$ cat config.mk
export PLATFORM = sky130hd
export DESIGN_NAME = alarm_annunciator
export DESIGN_NICKNAME = d
export VERILOG_FILES = /design/src/rtl/alarm_annunciator.sv
export SDC_FILE = /design/constraint.sdc
export NUM_CORES = 1
export LEC_CHECK = 0
export BUFFER_PORTS_ARGS = -buffer_cell sky130_fd_sc_hd__buf_2
export CORE_UTILIZATION = 50
export CTS_BUF_LIST = sky130_fd_sc_hd__clkbuf_2 sky130_fd_sc_hd__clkbuf_4 sky130_fd_sc_hd__clkbuf_8
export DETAILED_ROUTE_END_ITERATION = 10
export PLACE_DENSITY = 0.72
export SETUP_SLACK_MARGIN = 0.05
export SLEW_MARGIN = 10
export SYNTH_ARGS = -nofsm -noshare
export SYNTH_HDL_FRONTEND = slang
export SYNTH_SLANG_ARGS = --single-unit
$ cat constraint.sdc
create_clock -name clk -period 2.3 [get_ports clk]
set_input_delay 0.46 -clock clk [delete_from_list [all_inputs] [get_ports clk]]
set_output_delay 0.46 -clock clk [all_outputs]
set_load 0.005 [all_outputs]
$ cat src/rtl/alarm_annunciator.sv
// Receive-side alarm annunciator: decodes the encoded zone, latches lamps, times the siren.
// Optional lamp blinking while silenced is enabled by defining ANNUNCIATOR_BLINK_EN.
module alarm_annunciator #(
    parameter int SIREN_CYCLES = 1000,
    parameter int BLINK_HALF   = 250
) (
    input  logic       clk,
    input  logic       rst_n,
    input  logic [2:0] intruder_zone,
    input  logic       valid,
    input  logic       ack,
    output logic [1:8] zone_lamp,
    output logic [2:0] first_zone,
    output logic       siren,
    output logic       alarm_active,
    output logic [7:0] event_count
);

    localparam logic [1:0] IDLE     = 2'd0;
    localparam logic [1:0] ALARM    = 2'd1;
    localparam logic [1:0] SILENCED = 2'd2;

    localparam int CW = $clog2(SIREN_CYCLES);

    logic [1:0]    state_reg, state_next;
    logic [1:8]    latched_reg, latched_next;
    logic [2:0]    first_zone_reg, first_zone_next;
    logic [CW-1:0] siren_cnt_reg, siren_cnt_next;
    logic [7:0]    event_count_reg, event_count_next;
    logic [1:8]    zone_lamp_reg;
    logic          siren_reg;
    logic          alarm_active_reg;
    logic [1:8]    dec;
    logic          any_new;
    logic          lamp_on;

    genvar gi;
    generate
        for (gi = 1; gi <= 8; gi++) begin : g_dec
            assign dec[gi] = valid & (intruder_zone == 3'(gi - 1));
        end
    endgenerate

    assign any_new = |(dec & ~latched_reg);

    always_comb begin
        state_next       = state_reg;
        latched_next     = latched_reg;
        first_zone_next  = first_zone_reg;
        siren_cnt_next   = siren_cnt_reg;
        event_count_next = event_count_reg;
        case (state_reg)
            IDLE: begin
                if (valid) begin
                    first_zone_next = intruder_zone;
                    latched_next    = latched_reg | dec;
                    siren_cnt_next  = '0;
                    state_next      = ALARM;
                end
            end
            ALARM: begin
                latched_next = latched_reg | dec;
                // A new zone beats both ack and timeout: it restarts the siren.
                if (any_new) begin
                    siren_cnt_next = '0;
                end else if (ack || (siren_cnt_reg == CW'(SIREN_CYCLES - 1))) begin
                    state_next = SILENCED;
                end else begin
                    siren_cnt_next = siren_cnt_reg + CW'(1);
                end
            end
            SILENCED: begin
                if (any_new) begin
                    latched_next   = latched_reg | dec;
                    siren_cnt_next = '0;
                    state_next     = ALARM;
                end else if (ack && !valid) begin
                    // Clear is refused while any (already latched) zone still asserts.
                    latched_next    = '0;
                    first_zone_next = '0;
                    state_next      = IDLE;
                end
            end
            default: begin
                state_next = IDLE;
            end
        endcase
        if (any_new && (event_count_reg != 8'hFF)) begin
            event_count_next = event_count_reg + 8'd1;
        end
    end

`ifdef ANNUNCIATOR_BLINK_EN
    localparam int BW = $clog2(BLINK_HALF + 1);

    logic [BW-1:0] blink_cnt_reg, blink_cnt_next;
    logic          blink_phase_reg, blink_phase_next;

    always_comb begin
        blink_cnt_next   = blink_cnt_reg;
        blink_phase_next = blink_phase_reg;
        if (state_next == SILENCED && state_reg != SILENCED) begin
            blink_cnt_next   = '0;
            blink_phase_next = 1'b1;
        end else if (state_next == SILENCED) begin
            if (blink_cnt_reg == BW'(BLINK_HALF - 1)) begin
                blink_cnt_next   = '0;
                blink_phase_next = ~blink_phase_reg;
            end else begin
                blink_cnt_next = blink_cnt_reg + BW'(1);
            end
        end
        lamp_on = (state_next != SILENCED) | blink_phase_next;
    end

    always_ff @(posedge clk or negedge rst_n) begin
        if (!rst_n) begin
            blink_cnt_reg   <= '0;
            blink_phase_reg <= 1'b0;
        end else begin
            blink_cnt_reg   <= blink_cnt_next;
            blink_phase_reg <= blink_phase_next;
        end
    end
`else
    assign lamp_on = 1'b1;
`endif

    always_ff @(posedge clk or negedge rst_n) begin
        if (!rst_n) begin
            state_reg        <= IDLE;
            latched_reg      <= '0;
            first_zone_reg   <= '0;
            siren_cnt_reg    <= '0;
            event_count_reg  <= '0;
            zone_lamp_reg    <= '0;
            siren_reg        <= 1'b0;
            alarm_active_reg <= 1'b0;
        end else begin
            state_reg        <= state_next;
            latched_reg      <= latched_next;
            first_zone_reg   <= first_zone_next;
            siren_cnt_reg    <= siren_cnt_next;
            event_count_reg  <= event_count_next;
            zone_lamp_reg    <= latched_next & {8{lamp_on}};
            siren_reg        <= (state_next == ALARM);
            alarm_active_reg <= (state_next != IDLE);
        end
    end

    assign zone_lamp    = zone_lamp_reg;
    assign first_zone   = first_zone_reg;
    assign siren        = siren_reg;
    assign alarm_active = alarm_active_reg;
    assign event_count  = event_count_reg;

endmodule

==> results of run 1 <==
[synth_stat cells]
cell                        instances
sky130_fd_sc_hd__nor3b_1            1
sky130_fd_sc_hd__o221ai_4           1
sky130_fd_sc_hd__a32oi_2            3
sky130_fd_sc_hd__o211ai_1           5
sky130_fd_sc_hd__a211o_1            1
sky130_fd_sc_hd__mux2_2             1
sky130_fd_sc_hd__buf_6              2
sky130_fd_sc_hd__nor4b_1            1
sky130_fd_sc_hd__nor2_1            14
sky130_fd_sc_hd__nor2b_1            3
sky130_fd_sc_hd__o2bb2ai_1          1
sky130_fd_sc_hd__a21oi_2            1
sky130_fd_sc_hd__a32o_1             1
sky130_fd_sc_hd__inv_2              1
sky130_fd_sc_hd__dfrtp_1           33
sky130_fd_sc_hd__nor4bb_1           1
sky130_fd_sc_hd__and4_1             3
sky130_fd_sc_hd__a21oi_1           11
sky130_fd_sc_hd__o21ai_0            4
sky130_fd_sc_hd__nand3_1            5
sky130_fd_sc_hd__inv_1             15
sky130_fd_sc_hd__and3b_1            1
sky130_fd_sc_hd__nand4b_1           1
sky130_fd_sc_hd__buf_4              2
sky130_fd_sc_hd__or2_2              2
sky130_fd_sc_hd__nand4_1            3
sky130_fd_sc_hd__o2111ai_1          2
sky130_fd_sc_hd__ha_1               2
sky130_fd_sc_hd__a31oi_1            5
sky130_fd_sc_hd__and2b_4            1
sky130_fd_sc_hd__mux2i_1            5
sky130_fd_sc_hd__nand2_1           12
sky130_fd_sc_hd__xor2_1             2
sky130_fd_sc_hd__clkbuf_1           2
sky130_fd_sc_hd__o211a_1            1
sky130_fd_sc_hd__o221ai_1           3
sky130_fd_sc_hd__nand2b_1           4
sky130_fd_sc_hd__o22ai_1            3
sky130_fd_sc_hd__nor3_1             1
sky130_fd_sc_hd__and3_1             6
sky130_fd_sc_hd__or4b_1             1
sky130_fd_sc_hd__xnor2_1            6
[routing by layer]
layer  vias to the layer above  GRT usage (%)  part of all wire [%]
li1                        693              -                     -
met1                       686           26.0                    45
met2                        25           38.4                    51
met3                         2           5.25                   3.4
met4                         0           5.84                  0.42
met5                         -              0                     0
[area by class of cell]
cell class	count	area, sq um
clock buffer	7	58.8
inverter	16	60.1
fill	314	1330
timing repair buffer	30	158
multi-input combinational	118	815
clock inverter	1	30.0
tap	46	57.6
sequential	33	826
[where the power goes]
| part | leakage (nW) | switching [mW] | internal, mW |
|---|---|---|---|
| sequential | 0.411 | 0.168 | 0.769 |
| combinational | 0.481 | 0.428 | 0.351 |
| clock | 0.0489 | 0.188 | 0.271 |
| total | 0.942 | 0.785 | 1.39 |
[logic make-up (layout without fill, tap and decap cells)]
group	count (synthesis)	in the layout	share of synthesized area, %
AO/OA/AOI/OAI	42	42	18.8
XOR/XNOR	8	8	4.01
adder cells (fa/ha/maj)	2	2	1.43
buffers and inverters	22	54	6.02
flip-flops	33	33	47.3
multiplexers	6	6	3.51
AND/OR/NAND/NOR	60	60	18.9
[critical path: stages (launching register included)]
cell and delay [ps]:
sky130_fd_sc_hd__dfrtp_1 400, sky130_fd_sc_hd__ha_1 220, sky130_fd_sc_hd__nor4bb_1 310, sky130_fd_sc_hd__a31oi_1 150, sky130_fd_sc_hd__nand4b_1 240, sky130_fd_sc_hd__o221ai_4 160, sky130_fd_sc_hd__inv_2 150, sky130_fd_sc_hd__o221ai_1 200
[how the worst max path moves through the flow]
stage | to | slack (ps) | depth (start not counted)
floorplan | siren_cnt_reg[4]$_DFFE_PN0P_ | 360 | 6
global placement | siren_cnt_reg[4]$_DFFE_PN0P_ | 190 | 7
CTS | siren_cnt_reg[3]$_DFFE_PN0P_ | 370 | 7
finish | siren_cnt_reg[3]$_DFFE_PN0P_ | 380 | 7
global route | siren_cnt_reg[5]$_DFFE_PN0P_ | 230 | 7
detailed placement | siren_cnt_reg[4]$_DFFE_PN0P_ | 120 | 7
[stage by stage]
step / power [mW] / instances / cell area [sq um] / hold slack [ps] / setup WS [ps]
2_1_floorplan: 1.42 / 173 / 1750 / 164 / 358
3_3_place_gp: 1.69 / 243 / 1920 / 471 / 191
3_5_place_dp: 1.72 / 243 / 1920 / 482 / 117
4_1_cts: 2.20 / 251 / 2000 / 196 / 374
5_1_grt: 2.34 / 251 / 2000 / 233 / 235
6_report: 2.18 / 251 / 2000 / 188 / 378
==> results.py, run 1 <==
metrics = {
    "timing": {
        "tightestPinTransition_ps": 730,
        "clock-skew-final_ps": 5.76,
        "rsz0062_at_grt": "false",
        "timing.setup.tns_ps": 0,
        "max_freq_ghz": 0.520,
        "slew-limit-headroom_pct": 51.3,
        "final_min_period_over_clock_period_pct": 83.5,
        "post-route-min-period_ps": 1920,
        "timing.final.hold_violations": 0,
        "drv_slew": 0,
        "finalSetupViolations": 0,
    },
    "clock_network": {
        "clk_latency_ps": 320,
        "clockRootBuffer": "sky130_fd_sc_hd__clkbuf_4",
        "cts_made_buffers": 5,
        "htree_levels": 2,
        "cts-hold-fix-buffers": 0,
        "clockBufferDepth": 2,
        "postCtsSetupRepairBufs": 0,
        "tritoncts": "done",
        "post_cts_resize_count": 0,
        "clkTransAtPathRegs_ps": 100,
        "clock-sinks": 33,
    },
    "synth": {
        "synth-warning-count": 0,
        "synth_seq_area_share_pct": 47.3,
        "synth-seq-cells": 33,
        "yosysUniqueCellTypes": 42,
        "post_synth_inst_count": 173,
        "synth_area_sq_um": 1750,
        "post_synth_main_area_contributors": "sky130_fd_sc_hd__dfrtp_1 (47%), sky130_fd_sc_hd__inv_1 (3.2%), sky130_fd_sc_hd__a21oi_1 (3.2%)",
        "post_synthesis_cell_type_with_the_largest_combined_area": "sky130_fd_sc_hd__dfrtp_1",
        "yosysTopAreaCellShare_pct": 47.3,
        "postSynthNetCount": 182,
        "syn-mean-instance-area_sq_um": 10.1,
    },
    "floorplanning": {
        "dieWidth_um": 61.1,
        "design.die.area_sq_um": 3730,
        "die_h_um": 61.1,
        "starting_density_of_the_core_pct": 52.3,
        "top_level_ports": 28,
        "core_area_sq_um": 3340,
        "placementRows": 21,
    },
    "placement": {
        "port_buffers": 27,
        "place.gp.congestion": 0.847,
        "detailedPlacementHpwl_um": 2560,
    },
    "route": {
        "drcViolationCount": 0,
        "drt-pass1-iter-count": 4,
        "totalWireLength_um": 3600,
        "detail-route-antenna-nets": 0,
        "routed_wire_length_per_instance_um": 14.3,
        "route.vias.total": 1406,
        "drt-vias-per-instance": 5.60,
        "initialDrtViolationCount": 57,
    },
    "global_route": {
        "vias_in_the_first_global_route": 1361,
        "global_route.usage.total_pct": 21.6,
        "overflow": 0,
        "initial_antenna_violation_count": 0,
        "maximum_number_of_pins_on_one_net_before_global_route_repair": 34,
        "grt_first_pass_wirelength_um": 5880,
    },
    "setup_path": {
        "crit_path_start_kind": "flip-flop",
        "worstSetupPathType": "reg2reg",
        "category_of_the_worst_setup_path_capture_point": "flip-flop",
        "reg2regPathDepth": 7,
        "crit_start": "siren_cnt_reg[1]$_DFFE_PN0P_",
        "path_max_fanout": 8,
        "reg2reg_setup_slack_ps": 380,
        "critical_path_arrival_ps": 2160,
        "rr_endpoint": "siren_cnt_reg[3]$_DFFE_PN0P_",
        "cp.required_ps": 2540,
        "timing.rr.start": "siren_cnt_reg[1]$_DFFE_PN0P_",
    },
    "pwr": {
        "power.density_cell_area_nw_per_um2": 1090,
        "cellLeakagePower_nw": 0.942,
        "irDropWorstVdd_mv": 0.606,
    },
    "layout": {
        "number_of_antenna_diodes": 0,
        "fin_util_pct": 60.1,
        "areaGrowthSynthToFinish_pct": 14.8,
        "largest_register_ffs": 10,
        "layout_common_cells": "sky130_fd_sc_hd__dfrtp_1 (33), sky130_fd_sc_hd__buf_2 (27), sky130_fd_sc_hd__inv_1 (15), sky130_fd_sc_hd__nor2_1 (14), sky130_fd_sc_hd__nand2_1 (12)",
        "final_common_cell": "sky130_fd_sc_hd__dfrtp_1",
        "nets": 213,
        "final_layout_size_suffix_gt1_share_pct": 23.4,
    },
    "worst_hold_path": {
        "hp-class": "in2async",
    },
    "outcome": {
        "run_status": "finished, final reports clean",
    },
    "flow_run": {
        "cap_viol_max_count": 0,
    },
}
Power figures use the tool's default switching activity.
==> run 2, diff against run 1 <==
Clock period 2.3 ns to 1.8 ns, I/O delays scaled along.
==> run 2 against run 1 <==
Non-clock buffer count rose by 31. Flip-flop and latch count did not move. Cell area rose by 18%. First-iteration DRC count rose by 86%. Critical endpoint is now siren_cnt_reg[1]$_DFFE_PN0P_. Clock skew rose by 6.9 ps.
==> results.py, run 2 (synthesized netlist as in run 1, its figures left out) <==
metrics = {
    "clock_network": {
        "clockRootBuffer": "sky130_fd_sc_hd__clkbuf_4",
        "htree_levels": 2,
        "cts_made_buffers": 5,
        "clock-sinks": 33,
        "clk_latency_ps": 350,
        "clkTransAtPathRegs_ps": 110,
        "clockBufferDepth": 2,
        "tritoncts": "done",
    },
    "global_route": {
        "vias_in_the_first_global_route": 1476,
        "grt_first_pass_wirelength_um": 6640,
        "initial_antenna_violation_count": 0,
        "global_route.usage.total_pct": 24.8,
        "maximum_number_of_pins_on_one_net_before_global_route_repair": 34,
        "overflow": 0,
    },
    "setup_path": {
        "reg2reg_setup_slack_ps": 20,
        "critical_path_arrival_ps": 2020,
        "category_of_the_worst_setup_path_capture_point": "flip-flop",
        "cp.required_ps": 2030,
        "rr_endpoint": "siren_cnt_reg[1]$_DFFE_PN0P_",
        "worstSetupPathType": "reg2reg",
        "path_max_fanout": 5,
        "timing.rr.start": "zone_lamp[3]$_DFFE_PN0P_",
        "crit_path_start_kind": "flip-flop",
        "reg2regPathDepth": 7,
    },
    "layout": {
        "layout_common_cells": "sky130_fd_sc_hd__dfrtp_1 (33), sky130_fd_sc_hd__buf_4 (32), sky130_fd_sc_hd__buf_2 (27), sky130_fd_sc_hd__inv_1 (15), sky130_fd_sc_hd__nor2_1 (13)",
        "final_layout_size_suffix_gt1_share_pct": 38.1,
        "number_of_antenna_diodes": 0,
        "instances_no_fill": 282,
        "areaGrowthSynthToFinish_pct": 35.3,
        "fin_util_pct": 70.8,
        "postLayoutCellArea_sq_um": 2360,
        "nets": 244,
        "largest_register_ffs": 10,
        "fillerInstances": 266,
        "final_common_cell": "sky130_fd_sc_hd__dfrtp_1",
    },
    "timing": {
        "max_freq_ghz": 0.561,
        "final_min_period_over_clock_period_pct": 99.0,
        "slew-limit-headroom_pct": 50.9,
        "rsz0062_at_grt": "true",
        "post-route-min-period_ps": 1780,
        "drv_slew": 0,
        "tightestPinTransition_ps": 736,
        "clock-skew-final_ps": 12.7,
        "timing.final.hold_violations": 0,
        "finalSetupViolations": 0,
    },
    "floorplanning": {
        "top_level_ports": 28,
        "design.die.area_sq_um": 3730,
        "core_area_sq_um": 3340,
        "dieWidth_um": 61.1,
        "starting_density_of_the_core_pct": 52.3,
        "die_h_um": 61.1,
        "placementRows": 21,
    },
    "pwr": {
        "power.density_cell_area_nw_per_um2": 1410,
        "power.share.combinational_pct": 42.7,
        "cellLeakagePower_nw": 1.11,
        "power_frac_seq_pct": 36.1,
        "power.net_switching_mw": 1.17,
        "sw_frac_of_total_pct": 35.2,
        "internal_power_summed_over_all_cells_mw": 2.16,
        "clock_power_share_pct": 21.1,
        "irDropWorstVdd_mv": 0.919,
    },
    "route": {
        "routed_wire_length_per_instance_um": 15.1,
        "initialDrtViolationCount": 106,
        "drt-pass1-iter-count": 5,
        "totalWireLength_um": 4250,
        "route.vias.total": 1557,
        "drcViolationCount": 0,
        "detail-route-antenna-nets": 0,
        "drt-vias-per-instance": 5.52,
    },
    "placement": {
        "port_buffers": 27,
        "detailed_place.area_sq_um": 2110,
        "place.gp.congestion": 0.849,
        "placed_cells": 265,
        "detailedPlacementHpwl_um": 2970,
    },
    "worst_hold_path": {
        "hp-class": "in2async",
    },
    "flow_run": {
        "cap_viol_max_count": 0,
    },
    "outcome": {
        "run_status": "finished, final reports clean",
    },
}
[run 2: cell types whose count changed in the layout (fill, tap and decap cells not counted), sizes merged]
cell    previous run  this run
buf               30        61
bufinv             1         2
clkbuf             7         5
clkinv             0         1
[run 2: worst max path at each step]
| stage | startpoint | to | cells after the start |
|---|---|---|---|
| 4_1_cts | siren_cnt_reg[0]$_DFFE_PN0P_ | siren_cnt_reg[2]$_DFFE_PN0P_ | 7 |
| 3_3_place_gp | intruder_zone[0] | siren_cnt_reg[4]$_DFFE_PN0P_ | 7 |
| 5_1_grt | siren_cnt_reg[1]$_DFFE_PN0P_ | siren_cnt_reg[0]$_DFFE_PN0P_ | 7 |
| 3_5_place_dp | intruder_zone[0] | siren_cnt_reg[4]$_DFFE_PN0P_ | 7 |
| 6_report | zone_lamp[3]$_DFFE_PN0P_ | siren_cnt_reg[1]$_DFFE_PN0P_ | 7 |
| 2_1_floorplan | valid | siren_cnt_reg[9]$_DFFE_PN0P_ | 6 |
[run 2: routing by layer]
metal,wire [um],GRT usage (%),vias to the layer above
li1,-,-,747
met1,1780,30.8,741
met2,2180,42.4,60
met3,206,6.51,9
met4,87,7.79,0
met5,0,0,-
[run 2: stage by stage]
step	setup TNS (ps)	setup WS (ps)	power [mW]	hold WS, ps
3_3_place_gp	-62.8	-19.2	2.35	448
5_1_grt	-315	-49.9	3.55	114
4_1_cts	0	53.6	3.20	81.0
6_report	0	17.6	3.33	57.5
2_1_floorplan	0	22.2	1.82	64.4
3_5_place_dp	-2350	-141	2.41	463
[run 2: repair_timing]
item                                    CTS  global route
buffers inserted                          2             7
hold buffers                              0             0
pin swaps                                 1             9
endpoints found under the setup margin   12            25
resized for setup                         6             9
[run 2: area by class of cell]
| cell class | instances | area [sq um] | share of cell area (%) |
|---|---|---|---|
| Clock inverter | 3 | 65.1 | 2.75 |
| Timing Repair Buffer | 61 | 398 | 16.8 |
| Sequential cell | 33 | 826 | 35.0 |
| Multi-Input combinational cell | 118 | 916 | 38.8 |
| Clock buffer | 5 | 37.5 | 1.59 |
| Tap cell | 46 | 57.6 | 2.44 |
| Inverter | 16 | 62.6 | 2.65 |
[run 2: critical path, stage by stage, from the launching register on]
cell and delay (ps):
sky130_fd_sc_hd__dfrtp_1 410, sky130_fd_sc_hd__mux2i_2 220, sky130_fd_sc_hd__a32oi_2 170, sky130_fd_sc_hd__buf_4 180, sky130_fd_sc_hd__a21oi_4 160, sky130_fd_sc_hd__o221ai_4 170
sky130_fd_sc_hd__buf_4 160, sky130_fd_sc_hd__a32o_1 190
[run 2: power by group through the flow]
stage	clock network, mW	registers (mW)	logic, mW
6_report	0.704	1.20	1.42
5_1_grt	0.745	1.23	1.57
4_1_cts	0.711	1.20	1.28
3_5_place_dp	0	1.21	1.20
3_3_place_gp	0	1.20	1.16
2_1_floorplan	0	1.18	0.640
==> run 3, diff against run 2 <==
Settings changed: SETUP_SLACK_MARGIN 0.05 to unset.
==> run 3 against run 2 <==
Combinational power decreased by 12%. Critical endpoint unchanged. Largest power group unchanged. Global-route usage is 2.7 points lower. Utilization down 5.3 points.
==> results.py, run 3 (synthesized netlist as in run 1, its figures left out) <==
metrics = {
    "outcome": {
        "run_status": "finished, final reports clean",
    },
    "pwr": {
        "power.density_cell_area_nw_per_um2": 1310,
        "irDropWorstVdd_mv": 0.848,
        "cellLeakagePower_nw": 1.03,
        "power.total_mw": 2.85,
    },
    "route": {
        "routed.top_layer": "met4",
        "drcViolationCount": 0,
        "dr_wl_met3_um": 139,
        "initialDrtViolationCount": 41,
        "routed_wire_length_per_instance_um": 13.6,
        "route.vias.total": 1483,
        "route.layer.met1.wl_um": 1710,
        "detail-route-antenna-nets": 0,
        "totalWireLength_um": 3700,
        "drt-pass1-iter-count": 4,
        "drt-vias-per-instance": 5.47,
        "met2RoutedLength_um": 1750,
    },
    "timing": {
        "final_min_period_over_clock_period_pct": 97.2,
        "clock-skew-final_ps": 12.0,
        "slew-limit-headroom_pct": 53.7,
        "rsz0062_at_grt": "true",
        "finalSetupViolations": 0,
        "tightestPinTransition_ps": 695,
        "drv_slew": 0,
        "max_freq_ghz": 0.572,
        "hold-worst-slack_ps": 51.9,
        "post-route-min-period_ps": 1750,
        "timing.final.hold_violations": 0,
    },
    "clock_network": {
        "clkTransAtPathRegs_ps": 110,
        "clockBufferDepth": 2,
        "clk_latency_ps": 340,
        "tritoncts": "done",
        "cts_made_buffers": 5,
        "clockRootBuffer": "sky130_fd_sc_hd__clkbuf_4",
        "htree_levels": 2,
        "clock-sinks": 33,
        "cts-hold-fix-buffers": 0,
    },
    "setup_path": {
        "critical_path_arrival_ps": 1970,
        "cp_cell_sequence": "ha_2 -> nor4bb_4 -> a31oi_2 -> nand4b_1 -> o221ai_4 -> buf_4 -> a32o_1",
        "crit_path_start_kind": "flip-flop",
        "cp.required_ps": 2020,
        "category_of_the_worst_setup_path_capture_point": "flip-flop",
        "largest_stage_delay_on_the_critical_path_ps": 410,
        "path_max_fanout": 4,
        "worstSetupPathType": "reg2reg",
        "critical_path_buf_inv_count": 1,
        "critPathTopFamily": "compound AO/OA/AOI/OAI gates",
        "cp_slowest_cell": "sky130_fd_sc_hd__dfrtp_1",
    },
    "flow_run": {
        "cap_viol_max_count": 0,
    },
    "layout": {
        "final_layout_size_suffix_gt1_share_pct": 35.1,
        "instances_no_fill": 271,
        "nets": 233,
        "number_of_antenna_diodes": 0,
        "final_common_cell": "sky130_fd_sc_hd__dfrtp_1",
        "fillerInstances": 287,
        "fin_util_pct": 65.5,
        "layout_common_cells": "sky130_fd_sc_hd__dfrtp_1 (32), sky130_fd_sc_hd__buf_2 (27), sky130_fd_sc_hd__buf_4 (22), sky130_fd_sc_hd__inv_1 (15), sky130_fd_sc_hd__nor2_1 (13)",
        "areaGrowthSynthToFinish_pct": 25.2,
        "largest_register_ffs": 10,
    },
    "floorplanning": {
        "top_level_ports": 28,
        "placementRows": 21,
        "design.die.area_sq_um": 3730,
        "dieWidth_um": 61.1,
        "core_area_sq_um": 3340,
        "die_h_um": 61.1,
        "starting_density_of_the_core_pct": 52.3,
    },
    "placement": {
        "place.gp.congestion": 0.820,
        "detailedPlacementHpwl_um": 2720,
        "port_buffers": 27,
        "placed_cells": 259,
    },
    "global_route": {
        "grt_first_pass_wirelength_um": 6030,
        "maximum_number_of_pins_on_one_net_before_global_route_repair": 34,
        "overflow": 0,
        "vias_in_the_first_global_route": 1414,
        "global_route.usage.total_pct": 22.1,
        "initial_antenna_violation_count": 0,
    },
    "worst_hold_path": {
        "hp-class": "in2async",
    },
}
[run 3: changes by cell type in the layout (fill, tap and decap cells not counted), sizes merged]
cell / delta
clkinvlp: +1
buf: -11
bufinv: -2
clkinv: +1
[run 3: per-stage QoR]
step	instance area, sq um	setup slack [ps]	setup TNS, ps
after floorplan	1750	-10.2	-30.6
after CTS	2140	22.6	0
final	2190	51.0	0
after global placement	2040	-52.4	-212
after global routing	2190	-16.6	-50.8
after detailed placement	2040	-123	-746
[run 3: worst reg2reg max path, delay by kind of cell (launching register included)]
| family | cells | cell delay (ps) |
|---|---|---|
| AOI/OAI and AO/OA | 3 | 530 |
| and+or+nand+nor | 2 | 340 |
| DFF | 1 | 410 |
| buffers and inverters | 1 | 170 |
| adders and majority gates | 1 | 200 |
[run 3: area by class of cell]
cell class	count	area, sq um	share of cell area, %
repair buffers	50	312	14.3
clock buffers	5	37.5	1.72
well taps	46	57.6	2.63
multi-input cells	118	872	39.9
inverters	16	62.6	2.86
clock inverters	3	17.5	0.801
flip-flops and latches	33	827	37.8
[run 3: final timing paths]
path / start / to / slack [ps] / cells past startpoint
max: siren_cnt_reg[1]$_DFFE_PN0P_ / siren_cnt_reg[1]$_DFFE_PN0P_ / 50 / 7
min: rst_n / zone_lamp[3]$_DFFE_PN0P_ / 50 / 1
max reg2reg: siren_cnt_reg[1]$_DFFE_PN0P_ / siren_cnt_reg[1]$_DFFE_PN0P_ / 50 / 7
min reg2reg: event_count[7]$_DFFE_PN0P_ / event_count[7]$_DFFE_PN0P_ / 500 / 1
max in group asynchronous: rst_n / siren_cnt_reg[3]$_DFFE_PN0P_ / 1250 / 1
min in group clk: intruder_zone[1] / first_zone[1]$_DFFE_PN0P_ / 380 / 3
[run 3: what timing repair did]
item | CTS | global route
endpoints found under the setup margin | 9 | 12
setup buffers | 2 | 2
pin swaps | 1 | 4
gates resized for setup | 4 | 8
[run 3: report_power, final]
part / total, mW / internal [mW] / switching [mW]
logic: 1.25 / 0.631 / 0.618
clock network: 0.405 / 0.147 / 0.258
registers: 1.20 / 0.982 / 0.217
[run 3: per-layer routing]
| metal | GRT usage [%] | vias up |
|---|---|---|
| met5 | 0 | - |
| met4 | 11.4 | 0 |
| met2 | 34.9 | 35 |
| li1 | - | 726 |
| met1 | 28.3 | 712 |
| met3 | 5.25 | 10 |
